--- src/rtl/fpalign.sv ---
// Exponent-alignment stage for IEEE-754 single add: captures an operand pair,
// then right-shifts the smaller-exponent mantissa STEP bits per cycle.
module fpalign #(
  parameter int STEP = 1
) (
  input  logic        clk,
  input  logic        reset_n,
  input  logic        in_valid,
  output logic        in_ready,
  input  logic [31:0] op_a,
  input  logic [31:0] op_b,
  output logic        out_valid,
  input  logic        out_ready,
  output logic        alessb,
  output logic [23:0] manta,
  output logic [23:0] mantb,
  output logic [23:0] shmant,
  output logic [7:0]  exp_pre
);

  typedef enum logic [1:0] {IDLE, SHIFT, DONE} state_t;

  localparam logic [7:0] STEP_W = 8'(STEP);

  state_t      state;
  state_t      state_nxt;
  logic [7:0]  remaining;

  logic [7:0]  exp_a;
  logic [7:0]  exp_b;
  logic        a_lt_b;
  logic [7:0]  diff;
  logic [23:0] mant_a_in;
  logic [23:0] mant_b_in;
  logic [23:0] src_mant;
  logic [7:0]  step_amt;
  logic [7:0]  rem_after;

  // Sign bits play no part in alignment.
  logic unused_signs;
  assign unused_signs = op_a[31] ^ op_b[31];

  always_comb begin
    exp_a     = op_a[30:23];
    exp_b     = op_b[30:23];
    a_lt_b    = (exp_a < exp_b);
    diff      = a_lt_b ? (exp_b - exp_a) : (exp_a - exp_b);
    mant_a_in = {1'b1, op_a[22:0]};
    mant_b_in = {1'b1, op_b[22:0]};
    src_mant  = a_lt_b ? mant_a_in : mant_b_in;
    step_amt  = (remaining < STEP_W) ? remaining : STEP_W;
    rem_after = remaining - step_amt;
  end

  // NOTE: every always_comb output gets a default first so no path leaves it
  // unassigned; otherwise synthesis infers a latch.
  always_comb begin
    state_nxt = state;
    case (state)
      IDLE:  if (in_valid) state_nxt = (diff != 8'd0 && diff < 8'd24) ? SHIFT : DONE;
      SHIFT: if (rem_after == 8'd0) state_nxt = DONE;
      DONE:  if (out_ready) state_nxt = IDLE;
      default: state_nxt = IDLE;
    endcase
  end

  // NOTE: sequential state uses non-blocking assignments so every register
  // samples pre-edge values regardless of statement order.
  always_ff @(posedge clk) begin
    if (!reset_n) state <= IDLE;
    else          state <= state_nxt;
  end

  // NOTE: the datapath is cleared on reset because its contents are visible on
  // the outputs; nothing here is a memory array, so clearing is cheap.
  always_ff @(posedge clk) begin
    if (!reset_n) begin
      remaining <= 8'd0;
      alessb    <= 1'b0;
      manta     <= 24'd0;
      mantb     <= 24'd0;
      shmant    <= 24'd0;
      exp_pre   <= 8'd0;
    end else begin
      case (state)
        IDLE: begin
          if (in_valid) begin
            alessb    <= a_lt_b;
            manta     <= mant_a_in;
            mantb     <= mant_b_in;
            exp_pre   <= a_lt_b ? exp_b : exp_a;
            remaining <= diff;
            shmant    <= (diff >= 8'd24) ? 24'd0 : src_mant;
          end
        end
        SHIFT: begin
          // Truncating shift: bits leaving the LSB are dropped, no sticky.
          shmant    <= shmant >> step_amt;
          remaining <= rem_after;
        end
        default: ;
      endcase
    end
  end

  // reset_n gating keeps the handshake quiet for the whole reset window.
  assign in_ready  = reset_n && (state == IDLE);
  assign out_valid = reset_n && (state == DONE);

endmodule

--- config.mk ---
export PLATFORM = sky130hd
export DESIGN_NAME = fpalign
export DESIGN_NICKNAME = d
export VERILOG_FILES = /design/src/rtl/fpalign.sv
export SDC_FILE = /design/constraint.sdc
export NUM_CORES = 1
export LEC_CHECK = 0
export BUFFER_PORTS_ARGS = -buffer_cell sky130_fd_sc_hd__buf_4
export CAP_MARGIN = 15
export CELL_PAD_IN_SITES_DETAIL_PLACEMENT = 2
export CELL_PAD_IN_SITES_GLOBAL_PLACEMENT = 2
export CORE_MARGIN = 2
export CORE_UTILIZATION = 32
export DETAILED_ROUTE_END_ITERATION = 10
export PLACE_DENSITY = 0.86
export SYNTH_ARGS = -nofsm -noshare
export SYNTH_HDL_FRONTEND = slang
export SYNTH_SLANG_ARGS = --single-unit
--- constraint.sdc ---
create_clock -name clk -period 6.5 [get_ports clk]
set_input_delay 0.325 -clock clk [delete_from_list [all_inputs] [get_ports clk]]
set_output_delay 0.325 -clock clk [all_outputs]
set_load 0.05 [all_outputs]
==> implementation parameters <==
Parameter                              Value

Run status
  Result of the run    finished, final reports clean

Detailed routing
  WL/cell    around 20 um
  Number of nets with antenna violations after detailed routing    0
  DRC errors left    0
  Initial DRC Count    272
  Detailed Route WL    roughly 19 mm
  Average via count per standard cell    around 5.4
  First-pass DRT Iterations    6
  Total via count in the routed design    4952

Pwr
  Gate power share    0.405
  Net switching power of the design    0.842 mW
  Proportion of total power due to net switching    0.413
  Leakage power summed over all cells    ~2.8 nW
  Sum of internal, switching and leakage power    2.04 mW
  Power Density    roughly 320 nW/um^2
  Worst vdd rail ir drop    0.133 mV
  Int Pwr    ~1.2 mW
  Clock share of power    0.264
  Sequential share of power    0.330

Clocking
  Register clock-pin slew on the reported worst setup and hold paths    approximately 0.070 ns
  Clock buffers created by TritonCTS    9
  TritonCTS clock tree    built
  Post CTS Setup Buffer Count    0
  Clock Tree Buf Depth    2
  Number of clock sinks    90
  Clock Root Buffer    sky130_fd_sc_hd__clkbuf_16
  # hold bufs at CTS    0
  Post-cts sizing count    0
  H-tree depth reported by CTS    3
  Clock latency at the later pin of the worst-skew pair    roughly 0.35 ns

Synth
  Gate count after technology mapping    598
  Synth area leader    sky130_fd_sc_hd__dfxtp_1
  Commonest register cell after synthesis    sky130_fd_sc_hd__dfxtp_1
  YS warnings    0
  Proportion of netlist area held by the largest area contributor    0.364
  Register area share after synthesis    0.364
  Net count of the mapped netlist    684
  Number of synthesized register bits    90
  Mean instance size in the synthesized netlist    roughly 8.3 um^2
  Count of flip-flops with a built-in enable after synthesis    0
  Number of distinct library cells after synthesis    between 50 and 60
  Synth async-reset ratio    0
  Synthesized area    4950 um^2
  Top area cells in the synthesized netlist    sky130_fd_sc_hd__dfxtp_1, sky130_fd_sc_hd__a21oi_1, sky130_fd_sc_hd__nand2_1

Timing
  Sum of negative setup slack    0 ns
  Final Max Tran Viols    0
  Maximum operating frequency    roughly 240 MHz
  Worst clock skew    around 0.0096 ns
  Fin crit share    0.645
  Relative slew slack    0.217
  Transition time at the pin with the least slew margin    ~1.2 ns
  Endpoints failing hold    0
  Final setup slack of the worst path    2.31 ns
  Setup repair after global routing missed its margin    no
  Final critical-path required period    about 4.2 ns
  Final number of setup-violating endpoints    0

Critical path
  CP Data Required Time    ~6.8 ns
  Slowest CP cell    sky130_fd_sc_hd__a2111oi_4
  Critical Path End Type    register
  Setup CP Type    input pin to register
  Cell-by-cell trace of the critical path    buf_4 > inv_1 > ha_1 > a21oi_1 > o21ai_1 > a41oi_4 > buf_16 > buf_4 > mux2i_1 > xor2_1 > a2111oi_4 > buf_4 > nand2_1 > a21oi_1
  Critical Path Most Common Cell    sky130_fd_sc_hd__buf_4
  Data arrival time of the critical path    about 4.5 ns
  Highest fanout seen on the critical path    18
  Critical path launch point type    input pin
  Largest stage delay, worst path    0.99 ns

Place
  Post-detail-place hpwl    roughly 12 mm
  Buffers added on ports    148
  Post-Place Setup Slack    1.81 ns
  Placer congestion estimate    0.862

Final layout
  Post-Route Utilization    0.425
  Commonest non-fill, non-tap cell in the layout    sky130_fd_sc_hd__buf_4
  Area growth from synthesis to layout    30.1%
  Most frequent cells in the layout    sky130_fd_sc_hd__buf_4, sky130_fd_sc_hd__nand2_1, sky130_fd_sc_hd__a21oi_1, sky130_fd_sc_hd__dfxtp_1, sky130_fd_sc_hd__nor2_1
  Inserted Diodes    0
  Nets@finish    about 800
  Filler cell count in the final layout    1694
  Share of final-layout standard cells stronger than drive strength 1    0.300

Floorplan
  Core box area    about 15000 um^2
  Width of the chip    roughly 130 um
  Count of standard-cell rows    45
  Starting density of the core    0.327
  IO Pins    about 150
  Area of the die    between 15000 and 20000 um^2
  Height of the die    roughly 130 um

Global route
  Maximum number of pins on one net before global-route repair    100
  Total gr overflow    0
  First-pass GRT wire length    28.5 mm
  Overall Global Routing Usage    0.218
  Initial antenna violation count    0
  Vias in the first global route    approximately 5400

Run
  Max-cap viol count    0

Hold path
  Min-delay worst type    input pin to register
[kinds of logic after synthesis]
family                     Yosys count  share of synthesized area
AOI/OAI and AO/OA                  171                      0.226
and+or+nand+nor                    188                      0.164
buffers and inverters               65                     0.0602
xor gates and xnor gates             7                     0.0124
adders and majority gates           18                     0.0485
muxes                               59                      0.125
DFF                                 90                      0.364
[routing by layer]
layer,up-vias,wire length [um],global-route usage
li1,2338,-,-
met1,2484,7530,0.242
met2,106,10100,0.422
met3,24,643,0.0337
met4,0,329,0.0711
met5,-,0,0
[cell usage after synthesis (4+ instances only)]
library cell / instances
sky130_fd_sc_hd__o221ai_1: 21
sky130_fd_sc_hd__a211oi_1: 8
sky130_fd_sc_hd__nand3_1: 4
sky130_fd_sc_hd__inv_1: 17
sky130_fd_sc_hd__mux2_2: 23
sky130_fd_sc_hd__buf_6: 6
sky130_fd_sc_hd__nor2_1: 47
sky130_fd_sc_hd__nand2b_1: 5
sky130_fd_sc_hd__buf_1: 4
sky130_fd_sc_hd__nand2_1: 105
sky130_fd_sc_hd__clkbuf_1: 32
sky130_fd_sc_hd__a21oi_2: 12
sky130_fd_sc_hd__xnor2_1: 4
sky130_fd_sc_hd__o21ai_0: 10
sky130_fd_sc_hd__a21oi_1: 94
sky130_fd_sc_hd__dfxtp_1: 90
sky130_fd_sc_hd__buf_2: 4
sky130_fd_sc_hd__ha_1: 16
sky130_fd_sc_hd__nor3_1: 5
sky130_fd_sc_hd__mux2i_1: 36
[stage by stage]
stage	cell area (um^2)	cells	hold WS (ns)
2_1_floorplan	4950	598	0.461
3_3_place_gp	6110	892	0.443
3_5_place_dp	6110	892	0.453
4_1_cts	6410	908	0.225
5_1_grt	6440	909	0.232
6_report	6440	909	0.229
[critical path: cells and delay by family]
kind / cells / cell delay [ns]
and+or+nand+nor: 1 / 0.08
adders and majority gates: 1 / 0.38
AOI/OAI and AO/OA: 5 / 2.16
muxes: 1 / 0.30
buffers and inverters: 5 / 1.04
xor gates and xnor gates: 1 / 0.16
[registers in the layout, summed over array words and instances, names as in the netlist]
name,cells
manta,24
shmant,24
mantb,23
exp_pre,8
remaining,8
state,2
alessb,1
[power groups by stage]
| stage | combinational [mW] | clock, mW | sequential [mW] |
|---|---|---|---|
| 2_1_floorplan | 0.406 | 0 | 0.852 |
| 3_3_place_gp | 0.781 | 0 | 0.677 |
| 3_5_place_dp | 0.812 | 0 | 0.683 |
| 4_1_cts | 0.823 | 0.551 | 0.673 |
| 5_1_grt | 0.880 | 0.573 | 0.682 |
| 6_report | 0.826 | 0.538 | 0.673 |
[final timing paths]
path,from,endpoint,slack [ns],cells after the start
max,op_a[28],shmant[23]$_SDFFE_PN0P_,2.31,14
min,op_b[8],mantb[8]$_SDFFE_PN0P_,0.23,3
max reg2reg,state[1]$_SDFFE_PN0P_,remaining[4]$_SDFFE_PN0P_,3.31,6
min reg2reg,mantb[10]$_SDFFE_PN0P_,mantb[10]$_SDFFE_PN0P_,0.46,2
[final cells by class]
type	count	area [um^2]	area share
repair buffers	154	1180	0.183
multi-input cells	443	2860	0.445
clock inverters	6	66.3	0.0103
flip-flops and latches	90	1800	0.280
clock buffers	10	229	0.0356
well taps	188	235	0.0365
inverters	18	67.6	0.0105
No activity file was read; power rests on OpenSTA's default activity.
